--- config.mk ---
export PLATFORM = sky130hd
export DESIGN_NAME = ide_data_xfer_ctrl
export DESIGN_NICKNAME = d
export VERILOG_FILES = /design/src/rtl/ide_data_xfer_ctrl.sv
export SDC_FILE = /design/constraint.sdc
export NUM_CORES = 1
export LEC_CHECK = 0
export ABC_CLOCK_PERIOD_IN_PS = 2000
export CAP_MARGIN = 20
export CORE_ASPECT_RATIO = 1.1
export CORE_MARGIN = 5
export CORE_UTILIZATION = 35
export CTS_CLUSTER_DIAMETER = 40
export DETAILED_ROUTE_END_ITERATION = 16
export GPL_TIMING_DRIVEN = 0
export PLACE_DENSITY = 0.7
export SLEW_MARGIN = 10
export SYNTH_ARGS = -nofsm -noshare
export SYNTH_HDL_FRONTEND = slang
export SYNTH_SLANG_ARGS = --single-unit
--- constraint.sdc ---
create_clock -name clk -period 2 [get_ports clk]
set_input_delay 0.3 -clock clk [delete_from_list [all_inputs] [get_ports clk]]
set_output_delay 0.3 -clock clk [all_outputs]
set_load 0.01 [all_outputs]
--- src/rtl/ide_data_xfer_ctrl.sv ---
// rtl/ide_data_xfer_ctrl.sv - IDE PIO data-register transfer sequencer (optional IDE_DATA_PREFETCH_EN)
module ide_data_xfer_ctrl #(
    parameter int WIDTH       = 16,
    parameter int SYNC_STAGES = 2
) (
    input  logic             clk,
    input  logic             rst,
    input  logic             ide_dior_n,
    input  logic             ide_diow_n,
    input  logic             ide_cs_data,
    input  logic [WIDTH-1:0] pin_in,
    output logic [WIDTH-1:0] pin_out,
    output logic             pin_oe,
    output logic             pin_latch,
    input  logic             xfer_start,
    input  logic             xfer_dir,
    input  logic [15:0]      xfer_len,
    input  logic             xfer_abort,
    input  logic [WIDTH-1:0] tx_data,
    input  logic             tx_valid,
    output logic             tx_ready,
    output logic [WIDTH-1:0] rx_data,
    output logic             rx_valid,
    input  logic             rx_ready,
    output logic             busy,
    output logic             done,
    output logic             underrun,
    output logic             overrun
);

    typedef enum logic [2:0] {
        IDLE,
        RD_WAIT,
        RD_STROBE,
        WR_WAIT,
        WR_STROBE
    } state_t;

    state_t state;
    logic [15:0] remaining;

    logic [SYNC_STAGES-1:0] dior_sr;
    logic [SYNC_STAGES-1:0] diow_sr;
    logic [SYNC_STAGES-1:0] cs_sr;
    logic dior_q;
    logic diow_q;

    logic dior_s;
    logic diow_s;
    logic cs_s;
    logic rd_event;
    logic wr_fall;
    logic wr_event;

`ifdef IDE_DATA_PREFETCH_EN
    logic held;
`endif

    // Strobes idle high, so their synchronisers reset to 1 to avoid a false edge after reset
    always_ff @(posedge clk or posedge rst) begin
        if (rst) begin
            dior_sr <= '1;
            diow_sr <= '1;
            cs_sr   <= '0;
            dior_q  <= 1'b1;
            diow_q  <= 1'b1;
        end else begin
            dior_sr <= {dior_sr[SYNC_STAGES-2:0], ide_dior_n};
            diow_sr <= {diow_sr[SYNC_STAGES-2:0], ide_diow_n};
            cs_sr   <= {cs_sr[SYNC_STAGES-2:0], ide_cs_data};
            dior_q  <= dior_sr[SYNC_STAGES-1];
            diow_q  <= diow_sr[SYNC_STAGES-1];
        end
    end

    assign dior_s   = dior_sr[SYNC_STAGES-1];
    assign diow_s   = diow_sr[SYNC_STAGES-1];
    assign cs_s     = cs_sr[SYNC_STAGES-1];
    assign rd_event = dior_q & ~dior_s & cs_s;
    assign wr_fall  = diow_q & ~diow_s & cs_s;
    assign wr_event = ~diow_q & diow_s & cs_s;

    // The pin cell holds its input while DIOW- is high, freezing write data at the host's rising edge
    assign pin_latch = ide_diow_n;

`ifdef IDE_DATA_PREFETCH_EN
    assign tx_ready = (state == RD_WAIT) && !held && tx_valid && !xfer_abort;
`else
    assign tx_ready = (state == RD_WAIT) && rd_event && !xfer_abort;
`endif

    // Transfer sequencer: word counting, pin drive, RX capture and status flags
    always_ff @(posedge clk or posedge rst) begin
        if (rst) begin
            state     <= IDLE;
            remaining <= '0;
            pin_out   <= '0;
            pin_oe    <= 1'b0;
            rx_data   <= '0;
            rx_valid  <= 1'b0;
            busy      <= 1'b0;
            done      <= 1'b0;
            underrun  <= 1'b0;
            overrun   <= 1'b0;
`ifdef IDE_DATA_PREFETCH_EN
            held      <= 1'b0;
`endif
        end else begin
            done <= 1'b0;
            if (rx_valid && rx_ready) begin
                rx_valid <= 1'b0;
            end
            if (xfer_abort) begin
                state  <= IDLE;
                pin_oe <= 1'b0;
                busy   <= 1'b0;
`ifdef IDE_DATA_PREFETCH_EN
                held   <= 1'b0;
`endif
            end else begin
                case (state)
                    IDLE: begin
                        if (xfer_start) begin
                            remaining <= xfer_len;
                            underrun  <= 1'b0;
                            overrun   <= 1'b0;
                            if (xfer_len == 16'd0) begin
                                done <= 1'b1;
                            end else begin
                                busy  <= 1'b1;
                                state <= xfer_dir ? RD_WAIT : WR_WAIT;
                            end
                        end
                    end
                    RD_WAIT: begin
`ifdef IDE_DATA_PREFETCH_EN
                        if (tx_ready) begin
                            pin_out <= tx_data;
                            held    <= 1'b1;
                        end
                        if (rd_event) begin
                            state  <= RD_STROBE;
                            pin_oe <= 1'b1;
                            if (!held && !tx_valid) begin
                                pin_out  <= '1;
                                underrun <= 1'b1;
                            end
                        end
`else
                        if (rd_event) begin
                            state  <= RD_STROBE;
                            pin_oe <= 1'b1;
                            if (tx_valid) begin
                                pin_out <= tx_data;
                            end else begin
                                pin_out  <= '1;
                                underrun <= 1'b1;
                            end
                        end
`endif
                    end
                    RD_STROBE: begin
                        if (dior_s) begin
                            pin_oe    <= 1'b0;
                            remaining <= remaining - 16'd1;
`ifdef IDE_DATA_PREFETCH_EN
                            held      <= 1'b0;
`endif
                            if (remaining == 16'd1) begin
                                done  <= 1'b1;
                                busy  <= 1'b0;
                                state <= IDLE;
                            end else begin
                                state <= RD_WAIT;
                            end
                        end
                    end
                    WR_WAIT: begin
                        if (wr_fall) begin
                            state <= WR_STROBE;
                        end
                    end
                    WR_STROBE: begin
                        if (wr_event) begin
                            if (rx_valid && !rx_ready) begin
                                overrun <= 1'b1;
                            end else begin
                                rx_data  <= pin_in;
                                rx_valid <= 1'b1;
                            end
                            remaining <= remaining - 16'd1;
                            if (remaining == 16'd1) begin
                                done  <= 1'b1;
                                busy  <= 1'b0;
                                state <= IDLE;
                            end else begin
                                state <= WR_WAIT;
                            end
                        end
                    end
                    default: state <= IDLE;
                endcase
            end
        end
    end

endmodule

==> results of run 1 <==
==> per-layer routing <==
metal,vias to the layer above,global-route usage [%],wire length (um)
met4,0,6.16,166
met5,-,0,0
met3,16,4.38,538
met2,105,25.9,4520
li1,1377,-,-
met1,1375,19.6,3560
==> synthesized netlist by cell type, drive strengths merged, types with 5 or more instances <==
library cell / instances
a21oi: 25
a22oi: 5
clkbuf: 14
dfrtp: 59
dfstp: 6
inv: 11
mux2: 16
nand2: 32
nand3: 7
nor2: 18
nor2b: 18
nor3: 9
o21ai: 29
o22ai: 7
o2bb2ai: 5
==> state kept, by name, indices dropped and copies added, names as in the netlist <==
name,flops
pin_out,16
diow_sr,2
done,1
state,3
dior_q,1
pin_oe,1
underrun,1
dior_sr,2
cs_sr,2
overrun,1
remaining,16
busy,1
diow_q,1
rx_data,16
rx_valid,1
==> what timing repair did <==
item / 4_1_cts / 5_1_grt
setup endpoints to repair: 29 / 29
pin swaps: 3 / 4
buffers inserted: 6 / 7
resized for setup: 16 / 31
==> final cells by class <==
type	count	area, um2	share of cell area [%]
Buffer	17	103	2.19
Clock buffer	9	124	2.64
Clock inverter	7	77.6	1.65
Inverter	11	43.8	0.934
Multi-Input combinational cell	222	1490	31.7
Sequential cell	65	1640	34.9
Tap cell	114	143	3.04
Timing Repair Buffer	110	1080	23.0
==> placed cells by master (no fill, tap or decap), types with 2 or more instances in the layout <==
cell              n
nand3_2           2
inv_6             3
o2bb2ai_1         5
clkbuf_8         10
a31o_2            3
clkbuf_4          2
o22ai_1           6
mux2_2           16
inv_1            10
nand4_1           3
nor3_1            8
dfrtp_1          58
nand2_1          32
clkbuf_2          8
a21oi_2           2
buf_4            13
nor4_1            3
nor2_1           17
or4_4             2
o21ai_0          29
nand3b_1          3
nor2b_1          18
dfstp_2           6
or4_1             2
buf_6             2
clkdlybuf4s50_1  95
clkbuf_1          4
nand4b_1          2
ha_1              2
nand2b_1          4
nand3_1           5
a22oi_1           5
a21oi_1          22
o32ai_1           3
==> report_power, final <==
part           switching [mW]  total, mW  internal (mW)  leakage (nW)
Combinational            1.03       2.11           1.08          1.03
Clock                   0.566       1.15          0.588         0.101
Sequential              0.372       2.10           1.73         0.813
==> logic make-up after synthesis <==
kind of cell | share of synthesized area (%)
and+or+nand+nor | 20.0
muxes | 5.74
buffers and inverters | 3.55
adders and majority gates | 0.798
DFF | 52.1
AOI/OAI and AO/OA | 17.8
==> path summary, 6_finish.rpt <==
| check | end | slack, ns | depth (start not counted) | startpoint |
|---|---|---|---|---|
| max in group asynchronous | diow_q | 1.13 | 3 | rst |
| worst max register to register | remaining[14] | -0.12 | 5 | remaining[7] |
| worst min-delay path | rx_data[7] | 0.28 | 2 | rst |
| min in group clk | dior_sr[1] | 0.35 | 0 | dior_sr[0] |
| worst max-delay path | remaining[14] | -0.12 | 5 | remaining[7] |
| worst min register to register | dior_sr[1] | 0.35 | 0 | dior_sr[0] |
==> run metrics, run 1 <==
Post-Route Skew=0.0139 ns; final count of negative-setup-slack endpoints=3; top cells by area, synth=dfrtp_1, mux2_2, dfstp_2, o21ai_0, a21oi_1; largest stage delay on the critical path=around 0.53 ns; drt via density=around 5.2; leakage=between 1.5 and 2 nW; total track usage=between 15 and 20%; CTS Buf Count=9; detailed-route via count=2873; Antenna Violating Nets Remaining=0; Setup CP Type=reg2reg; Final HPWL DP=6180 um; cell taking the most area after synthesis=dfrtp_1; CP top delay family=simple AND/OR/NAND/NOR gates; Fillers=roughly 820; CP bufs+invs=0; fin nets=between 400 and 500; minimum clock period=approximately 2.1 ns; Power Dens Cells=1140 nW/um2; synthesis-stage register bit count=65; Post-DP Area=about 4300 um2; DR WL/cell=15.8 um; pre-CTS setup slack=-0.441 ns; H-tree Lvls=3; CP Capture Type=flip-flop; critical path cell sequence=or4_4 > or3_4 > or4_4 > a21oi_2 > a2bb2oi_2; CTS Hold Bufs=0; first-pass GRT wire length=roughly 14000 um; Synth Warn #=0; worst slew pin tran=0.546 ns; Pwr Total=about 5.4 mW; Clock Latency Late Sink=roughly 0.35 ns; drt first pass iters=5; fin. max-slew vios=0; largest net degree at the start of global routing=40; CP max stage cell=or4_4; share of layout cells above drive strength 1=a little over a fifth; Setup TNS=-0.171 ns; CTS tree=built; Yosys top cell area share=roughly 47%; vias in the first global route=between 2000 and 3000; Clk pin slew, worst setup/hold paths=about 0.090 ns; worst rel slew slack=63.6%; core area=8830 um2; initial antenna violation count=0; CTS Root Cell=clkbuf_8; post-placement cell count=526; Die X=100 um; required time of the critical path=approximately 2.3 ns; IO Count=slightly below 100; status=finished, violations left; GRT overflow=0; RSZ-0062 raised after global routing=yes; Initial Utilization=a little over a third; Post-Syn Nets=375; die footprint=11000 um2; number of synthesized flops with an enable pin=0; final weighted congestion in routability-driven placement=0.861; Area Overhead vs Synth=49.5%; Mapped Cells=315; Top cell by count, worst path=or4_4; sequential share of the synthesized area=52.1%; drt drc=0; post-synthesis cell type count=50; Initial DRC Count=approximately 100; clk sinks=between 60 and 70; Die Ht=between 100 and 150 um; setup ws final=-0.117 ns; post-route core utilization=between 50% and 60%; Rows=36; Max Buffers Root-to-Sink=2; Routed WL=~9000 um; Hold WS=~0.28 ns; ys flop type=dfrtp_1; Max-cap violations=0; peak supply drop=0.000529 V; Non-Filler Instances=about 560; violations in the final reports=negative setup slack; synthesized area per cell=9.96 um2; Crit path arrival time=~2.4 ns; n_diodes=0; Port Buffers=between 90 and 100; final hold viol count=0; Startpoint Class=flip-flop; CP max FO=2; cell area after synthesis=around 3100 um2; period utilisation layout=106%; design area=around 4700 um2; Async SR Flop Fraction=between 90% and 100%; worst min path class=in2async; Achievable Freq=approximately 470 MHz
(Power assumes the default switching activity.)
==> run 2: changes to the inputs <==
--- a/config.mk
+++ b/config.mk
@@ -14,7 +14,6 @@
 export DETAILED_ROUTE_END_ITERATION = 16
 export GPL_TIMING_DRIVEN = 0
 export PLACE_DENSITY = 0.7
-export SLEW_MARGIN = 10
 export SYNTH_ARGS = -nofsm -noshare
 export SYNTH_HDL_FRONTEND = slang
 export SYNTH_SLANG_ARGS = --single-unit
==> run 2 against run 1 <==
  * The flow still finishes with violations (negative setup slack)
  * Critical path depth is the same
  * Cell area up 3.1%
  * Fmax is 1.3% lower
  * Clock skew increased by 0.00062 ns
  * Sequential power hardly changed
  * Die area unchanged
  * Largest cell class unchanged
  * Highest routed layer unchanged
==> run metrics, run 2 (same netlist as run 1, synthesis figures left out) <==
Port Buffers=96 (unchanged); pre-CTS setup slack=-0.457 ns (-0.0159 ns); worst hold path stage count=0; Rows=36 (unchanged); Non-Filler Instances=558 (+0.54%); r2r endpoint=remaining[14]; drt drc=0 (unchanged); Clk pin slew, worst setup/hold paths=0.08 ns (about the same); Die X=100 um (unchanged); Area Overhead vs Synth=54.2%; CTS tree=built; Startpoint Class=flip-flop; Crit path arrival time=2.42 ns (+0.02 ns); initial antenna violation count=0 (unchanged); commonest non-fill, non-tap cell in the layout=clkdlybuf4s50_1; most frequent cells in the layout=clkdlybuf4s50_1, dfrtp_1, nand2_1, a21oi_1, nor2b_1; clk sinks=65 (unchanged); Achievable Freq=466 MHz (-1.3%); post-placement cell count=525 (-0.19%); Post-Route Skew=0.0145 ns (+0.000618 ns); detailed-route via count=2931 (+2.0%); RSZ-0062 raised after global routing=yes; period utilisation layout=107% (+1.4 points); Initial Utilization=35.5% (unchanged); FF-to-FF Start=remaining[9]; hold_sp=dior_sr[0]; post-route core utilization=54.8% (+1.7 points); CTS Root Cell=clkbuf_8; Antenna Violating Nets Remaining=0 (unchanged); setup ws final=-0.144 ns (-0.0278 ns); leakage=2.02 nW (+4.0%); fin nets=499 (+0.60%); worst rel slew slack=47.6% (-16 points); largest net degree at the start of global routing=66 (+65%); die footprint=11000 um2 (unchanged); n_diodes=0 (unchanged); Setup CP Type=reg2reg; minimum clock period=2.14 ns (+0.0278 ns); CP Capture Type=flip-flop; CTS Buf Count=9 (unchanged); fin. max-slew vios=0 (unchanged); drt via density=5.25 (+1.5%); H-tree Lvls=3 (unchanged); status=finished, violations left; Power Dens Cells=1170 nW/um2 (+2.0%); violations in the final reports=negative setup slack; largest registers=pin_out (16), remaining (16), rx_data (16); total track usage=16.1% (+0.40 points); GRT overflow=0 (unchanged); Initial DRC Count=137 (+36%); Min-Delay Endpoint=dior_sr[1]; IO Count=98 (unchanged); core area=8830 um2 (unchanged); reg2reg path depth=5 (unchanged); final weighted congestion in routability-driven placement=0.861 (unchanged); Max Buffers Root-to-Sink=2 (unchanged); Die Ht=109 um (unchanged); CP max FO=3 (+1); R2R Setup Slk=-0.14 ns (-0.03 ns); final hold viol count=0 (unchanged); required time of the critical path=2.28 ns (about the same); share of layout cells above drive strength 1=23.2% (+2.1 points); Max-cap violations=0 (unchanged); Final HPWL DP=6110 um (-1.2%); final count of negative-setup-slack endpoints=3 (unchanged); peak supply drop=0.000572 V (+8.1%); first-pass GRT wire length=14100 um (+2.9%); worst min path class=reg2reg; vias in the first global route=2928 (+4.5%); Routed WL=8860 um (+0.84%); drt first pass iters=4 (-1); Clock Latency Late Sink=0.34 ns (about the same); DR WL/cell=15.9 um (+0.30%); worst slew pin tran=0.786 ns (+0.241 ns)
==> run 2: changes by cell type in the layout (fill, tap and decap cells not counted), sizes merged <==
cell / delta
clkbuf: -3
clkinvlp: -1
inv: -3
bufinv: +2
buf: +7
clkinv: +1
==> run 2: stage by stage <==
step                power [mW]  cell area [um2]  TNS (ns)  hold slack, ns
floorplan                 3.10             3140    -0.121           0.304
detailed placement        4.00             4250     -8.21           0.347
global placement          3.94             4250    -77.70           0.335
CTS                       5.49             4690    -0.999           0.336
global route              5.99             4840    -0.459           0.361
finish                    5.64             4840    -0.204           0.355
==> run 2: power breakdown <==
| group | total (mW) | switching [mW] | internal [mW] |
|---|---|---|---|
| sequential | 2.11 | 0.381 | 1.73 |
| clock | 1.36 | 0.529 | 0.835 |
| combinational | 2.17 | 1.05 | 1.12 |
| total | 5.64 | 1.96 | 3.68 |
==> run 2: how the worst max path moves through the flow <==
stage                    endpoint          from  slack (ns)
floorplan           remaining[14]  remaining[7]       -0.12
global placement      pin_out[14]           rst       -1.13
detailed placement     rx_data[2]    xfer_abort       -0.46
CTS                 remaining[14]  remaining[9]       -0.12
global route        remaining[14]  remaining[9]       -0.16
finish              remaining[14]  remaining[9]       -0.14
==> run 2: metal layers <==
layer | global-route usage, % | share of wire (%) | vias up
li1 | - | - | 1397
met1 | 20.4 | 41 | 1415
met2 | 25.3 | 50 | 99
met3 | 4.82 | 5.7 | 20
met4 | 7.60 | 2.8 | 0
met5 | 0 | 0 | -
==> run 2: final cells by class <==
| cell class | instances | area [um2] |
|---|---|---|
| Clock inverter | 6 | 116 |
| Inverter | 11 | 43.8 |
| Sequential cell | 65 | 1640 |
| Buffer | 16 | 116 |
| Timing Repair Buffer | 114 | 1140 |
| Multi-Input combinational cell | 222 | 1520 |
| Fill cell | 809 | 3990 |
| Tap cell | 114 | 143 |
| Clock buffer | 10 | 128 |
==> run 2: timing repair <==
item | in CTS | in global routing
pin swaps | 6 | 6
hold buffers | 0 | 0
cloned | 1 | 1
endpoints found under the hold margin | 0 | 0
setup endpoints to repair | 30 | 42
setup buffers | 12 | 6
gates resized for setup | 47 | 44
==> run 2: worst max-delay path, stage by stage, from the launching register on <==
cell and delay [ns]:
dfrtp_1 0.39, or4_4 0.55, or3_4 0.35, or4_4 0.52
a21oi_4 0.15, a2bb2oi_2 0.13
==> run 3: changes to the inputs <==
--- a/config.mk
+++ b/config.mk
@@ -11,6 +11,7 @@
 export CORE_MARGIN = 5
 export CORE_UTILIZATION = 35
 export CTS_CLUSTER_DIAMETER = 40
+export CTS_CLUSTER_SIZE = 24
 export DETAILED_ROUTE_END_ITERATION = 16
 export GPL_TIMING_DRIVEN = 0
 export PLACE_DENSITY = 0.7
==> results of run 3 <==
No change in the layout: final DEF, timing and power equal those of run 2.
==> patch 1: new RTL, config.mk and constraints of run 3 <==
Build with the macro `IDE_DATA_PREFETCH_EN` defined.
--- a/src/rtl/ide_data_xfer_ctrl.sv
+++ b/src/rtl/ide_data_xfer_ctrl.sv
@@ -1,4 +1,6 @@
 // rtl/ide_data_xfer_ctrl.sv - IDE PIO data-register transfer sequencer (optional IDE_DATA_PREFETCH_EN)
+`define IDE_DATA_PREFETCH_EN
+
 module ide_data_xfer_ctrl #(
     parameter int WIDTH       = 16,
     parameter int SYNC_STAGES = 2
Behaviour: not the same (a bounded check fails within 4 cycles, from zero or initial values and one cycle with rst high).
==> patch 1 against run 3 <==
  * Count of clock-buffer cells in the layout is 1 lower
  * Sequential cell count rose by 1
  * Synthesized area is 1.0% lower
  * Combinational power is 24% higher
  * Worst setup slack gained 0.059 ns
  * Cell count down 4.1%
  * Wire length is 1.1% higher
  * Utilization increased by 0.18 points
  * Final area fell by 0.18%
  * The run still ends with setup timing left
  * Sequential share of layout area grew 0.63 points
  * Critical path type unchanged
  * Clock skew shrank 0.0031 ns
  * Total power is 9.8% higher
==> patch 1: results (changes against run 3) <==
Status -> finished, violations left (unchanged)
Violated checks -> setup timing (unchanged)
Inserted Diodes -> 0 (unchanged)
CP max-delay cell -> dfrtp_1 (was or4_4)
Synth Area in Adders -> 1.13% (was 0.798%)
Worst vdd ir -> 660 uV (was 572 uV)
DP HPWL -> 6180 um (was 6110 um)
Top Metal Used -> met4 (unchanged)
First-iteration detailed-routing DRC count -> 167 (was 137)
Post-synth cell types -> 46 (was 50)
Avg WL per Cell -> 16.7 um (was 15.9 um)
Met2 routed WL -> 4220 um (was 4470 um)
Predominant post-synthesis flop cell -> dfrtp_1 (unchanged)
Multiplexer share of the synthesized area -> 6.81% (was 5.74%)
Post-synthesis xor/xnor area fraction -> 0.282% (was 0%)
Post-Route WL -> 8960 um (was 8860 um)
M2 GR Usage -> 26.2% (was 25.3%)
Synth Net Count -> 356 (was 375)
Maximum single-stage delay on the critical path -> 0.39 ns (was 0.55 ns)
Capturing point of the worst reg2reg path -> remaining[10] (was remaining[14])
Total GRT Usage -> 17.0% (was 16.1%)
Setup TNS -> -0.190 ns (was -0.204 ns)
Post-synthesis compound-gate area fraction -> 17.9% (was 17.8%)
Synth top area cells -> dfrtp_1 (48%), mux2_2 (6.2%), dfstp_2 (5.1%) (was dfrtp_1 (47%), mux2_2 (5.7%), dfstp_2 (5.0%))
Met3 Use GR -> 7.81% (was 4.82%)
Drt pass-1 iters -> 5 (was 4)
Least-Margin Pin Slew -> 0.636 ns (was 0.786 ns)
Commonest cells post-synth -> dfrtp_1 (60), nor2_1 (22), a21oi_1 (21) (was dfrtp_1 (59), nand2_1 (32), o21ai_0 (29))
First-pass GRT wire length -> 14800 um (was 14100 um)
Port buffer count -> 97 (was 96)
Clock Skew -> 0.0115 ns (was 0.0145 ns)
Syn Inst Count -> 296 (was 315)
Number of global-route vias before repair -> 3028 (was 2928)
Pin count of the biggest net entering global routing -> 39 (was 66)
GP Congestion -> 0.901 (was 0.861)
Crit-path max FO -> 8 (was 3)
Share of cells above drive strength 1 -> 25.9% (was 23.2%)
Fillcell total -> 781 (was 809)
Minimum hold slack -> 0.349 ns (was 0.355 ns)
Grt met1 use -> 21.1% (was 20.4%)
Worst Hold Path EP -> dior_sr[1] (unchanged)
Dpl ws -> -0.807 ns (was -0.457 ns)
RR Startpoint -> remaining[0] (was remaining[9])
P_leak -> 1.93 nW (was 2.02 nW)
Worst hold start -> dior_sr[0] (unchanged)
Via Count -> 2855 (was 2931)
DR WL met3 -> 982 um (was 504 um)
Final Setup Violations -> 8 (was 3)
Initial antenna violation count -> 0 (unchanged)
Worst setup margin -> -0.0855 ns (was -0.144 ns)
M1 WL -> 3660 um (was 3640 um)
Sequential element share of the synthesized area -> 53.4% (was 52.1%)
Layout net count -> 477 (was 499)
Worst EP required -> 2.26 ns (was 2.28 ns)
Placed insts -> 508 (was 525)
R2R depth -> 8 (was 5)
Bufs on Longest Clock Path -> 2 (unchanged)
## patch 1: worst max path at each step
stage | from | end | slack (ns) | cells after the start
final | remaining[0] | remaining[10] | -0.09 | 8
after global routing | remaining[0] | remaining[10] | -0.14 | 8
after CTS | remaining[9] | state[0] | -0.09 | 6
after detailed placement | xfer_abort | tx_ready | -0.81 | 8
after global placement | rst | remaining[5] | -1.12 | 2
after floorplan | remaining[0] | remaining[10] | -0.07 | 8
## patch 1: final cells by class
| type | instances | area, sq um | area share, % |
|---|---|---|---|
| clock buffer | 9 | 124 | 2.57 |
| tap | 114 | 143 | 2.95 |
| multi-input combinational | 199 | 1530 | 31.7 |
| clock inverter | 6 | 115 | 2.38 |
| inverter | 10 | 37.5 | 0.777 |
| timing repair buffer | 115 | 1120 | 23.1 |
| sequential | 66 | 1660 | 34.4 |
| buffer | 16 | 97.6 | 2.02 |
## patch 1: metrics by stage
| stage | utilization (%) | area, sq um |
|---|---|---|
| 5_1_grt | 55.0 | 4830 |
| 2_1_floorplan | - | 3120 |
| 3_5_place_dp | 48.4 | 4250 |
| 6_report | 55.0 | 4830 |
| 3_3_place_gp | 48.2 | 4230 |
| 4_1_cts | 53.6 | 4710 |
## patch 1: timing repair
| action | CTS | global route |
|---|---|---|
| hold endpoints to repair | 0 | 0 |
| setup buffers | 11 | 6 |
| gates resized for setup | 45 | 26 |
| pin swaps | 12 | 9 |
| endpoints found under the setup margin | 41 | 36 |
## patch 1: logic make-up after synthesis
family	after synthesis
fa+ha+maj	3
buf+inv	31
flops	66
xor+xnor	1
simple gates	95
compound gates	81
mux	19
## patch 1: power by group
| part | switching, W | leakage, nW | internal [W] |
|---|---|---|---|
| clock | 0.000535 | 0.116 | 0.000828 |
| combinational | 0.00132 | 1.03 | 0.00137 |
| sequential | 0.000366 | 0.788 | 0.00178 |
==> patch 2: new RTL, config.mk and constraints of run 3 <==
Made on the original files. Encoding of `state_t`: now one-hot (5 bits for 5 states).
--- a/src/rtl/ide_data_xfer_ctrl.sv
+++ b/src/rtl/ide_data_xfer_ctrl.sv
@@ -28,12 +28,12 @@
     output logic             overrun
 );
 
-    typedef enum logic [2:0] {
-        IDLE,
-        RD_WAIT,
-        RD_STROBE,
-        WR_WAIT,
-        WR_STROBE
+    typedef enum logic [4:0] {
+        IDLE      = 5'b00001,
+        RD_WAIT   = 5'b00010,
+        RD_STROBE = 5'b00100,
+        WR_WAIT   = 5'b01000,
+        WR_STROBE = 5'b10000
     } state_t;
 
     state_t state;
Formal check against the unedited RTL: no difference found for any inputs over 10 cycles, from zero or initial values and one cycle with rst high; not proved beyond that.
==> patch 2 against run 3 <==
  * The flow still finishes with violations (setup timing)
  * Synthesized cell count rose by 3.8%
  * First-iteration DRC count up 24%
  * Total power shrank 15%
  * Maximum frequency rose by 6.5%
  * Die area grew 3.7%
  * Synthesized area increased by 4.1%
  * Via count up 6.0%
  * Worst setup slack improved by 0.13 ns
  * Global-route usage is 0.44 points higher
  * Sequential cell count grew 2
  * Critical path depth is the same
  * Clock skew is 0.0012 ns lower
  * Wire length up 5.6%
  * Final area is 2.4% higher
  * Critical path type unchanged
  * Largest cell class unchanged
==> patch 2: results (changes against run 3) <==
Status -> finished, violations left (unchanged)
Violated checks -> setup timing (unchanged)
First-iteration detailed-routing DRC count -> 170 (was 137)
Dpl cell area -> 0.00437 sq mm (was 0.00425 sq mm)
GP Congestion -> 0.932 (was 0.861)
Share of cells above drive strength 1 -> 24.5% (was 23.2%)
Post-Syn Area per Cell -> 9.98 sq um (was 9.96 sq um)
Max transition margin -> 44.4% (was 47.6%)
Synth top area cells -> dfrtp_1 (46%), dfstp_2 (5.6%), mux2_2 (5.5%) (was dfrtp_1 (47%), mux2_2 (5.7%), dfstp_2 (5.0%))
P_leak -> 2.08 nW (was 2.02 nW)
Clock Skew -> 0.0134 ns (was 0.0145 ns)
Number of global-route vias before repair -> 3202 (was 2928)
Synth Net Count -> 387 (was 375)
DP HPWL -> 6330 um (was 6110 um)
RR Startpoint -> remaining[11] (was remaining[9])
Worst hold start -> cs_sr[0] (was dior_sr[0])
Met3 Use GR -> 5.73% (was 4.82%)
Commonest cells post-synth -> dfrtp_1 (60), nor2_1 (35), inv_1 (26) (was dfrtp_1 (59), nand2_1 (32), o21ai_0 (29))
Post-Route WL -> 9350 um (was 8860 um)
Placed insts -> 540 (was 525)
Worst setup margin -> -0.0129 ns (was -0.144 ns)
Pin count of the biggest net entering global routing -> 68 (was 66)
First-pass GRT wire length -> 15300 um (was 14100 um)
Post-synth cell types -> 57 (was 50)
Final Setup Violations -> 1 (was 3)
Sequential element share of the synthesized area -> 51.6% (was 52.1%)
Drt pass-1 iters -> 4 (unchanged)
Dpl ws -> -0.813 ns (was -0.457 ns)
Via Count -> 3108 (was 2931)
Layout net count -> 516 (was 499)
Total GRT Usage -> 16.6% (was 16.1%)
Crit-path max FO -> 5 (was 3)
Avg WL per Cell -> 16.2 um (was 15.9 um)
Worst vdd ir -> 395 uV (was 572 uV)
Crit start category -> flop (unchanged)
Critical Path AT -> 2.24 ns (was 2.42 ns)
Setup TNS -> -0.0129 ns (was -0.204 ns)
patch 2: cell count changes after synthesis, moves of 4 or more:
cell,change
clkbuf_1,-11
nor2b_1,-16
inv_1,+15
nand2_1,-16
a21oi_1,-4
a31oi_1,+17
o2bb2ai_1,-4
o21ai_0,-15
buf_2,+8
o21a_1,+4
nor2_1,+17
patch 2: cells by family (layout without fill, tap and decap cells):
group                      after synthesis  after routing  share of synthesized area, %
DFF                                     67             67                          51.6
buffers and inverters                   45            179                          6.48
and+or+nand+nor                        102            102                          16.2
adders and majority gates                2              2                         0.766
AOI/OAI and AO/OA                       93             93                          18.9
xor gates and xnor gates                 1              1                         0.268
muxes                                   17             17                          5.83
patch 2: path summary, 6_finish.rpt:
kind | end | slack (ns) | cells past startpoint
min in group asynchronous | pin_out[3] | 0.49 | 2
max | state[3] | -0.01 | 5
max in group asynchronous | state[4] | 0.92 | 2
min | cs_sr[1] | 0.36 | 0
min reg2reg | cs_sr[1] | 0.36 | 0
max reg2reg | state[3] | -0.01 | 5
patch 2: routing by layer:
metal  share of wire [%]  vias to the layer above
li1                    -                     1443
met1                  40                     1502
met2                  48                      146
met3                 9.8                       17
met4                 1.7                        0
met5                   0                        -
patch 2: cell type report:
class | count | area [sq um]
clock inverters | 3 | 40.0
plain buffers | 19 | 161
multi-input cells | 215 | 1540
repair buffers | 118 | 1130
clock buffers | 13 | 149
flip-flops and latches | 67 | 1690
inverters | 26 | 100
well taps | 117 | 146
fillers | 855 | 4310
patch 2: timing repair:
| action | in CTS | in global routing |
|---|---|---|
| pin swaps | 6 | 8 |
| endpoints found under the hold margin | 0 | 0 |
| endpoints found under the setup margin | 47 | 33 |
| gates resized for setup | 34 | 22 |
| buffers inserted | 15 | 7 |
patch 2: through the flow:
step	utilization [%]	power [W]
2_1_floorplan	-	0.00275
3_3_place_gp	47.2	0.00329
3_5_place_dp	47.2	0.00334
4_1_cts	51.8	0.00465
5_1_grt	53.5	0.00508
6_report	53.5	0.00478
patch 2: worst reg2reg max path, delay by kind of cell, from the launching register on:
kind               cells  cell delay [ns]
and+or+nand+nor        3             1.19
DFF                    1             0.38
AOI/OAI and AO/OA      2             0.34
patch 2: power breakdown:
group / internal [W] / switching, W
Clock: 0.000608 / 0.000502
Sequential: 0.00166 / 0.000268
Combinational: 0.000914 / 0.000821
Total: 0.00318 / 0.00159
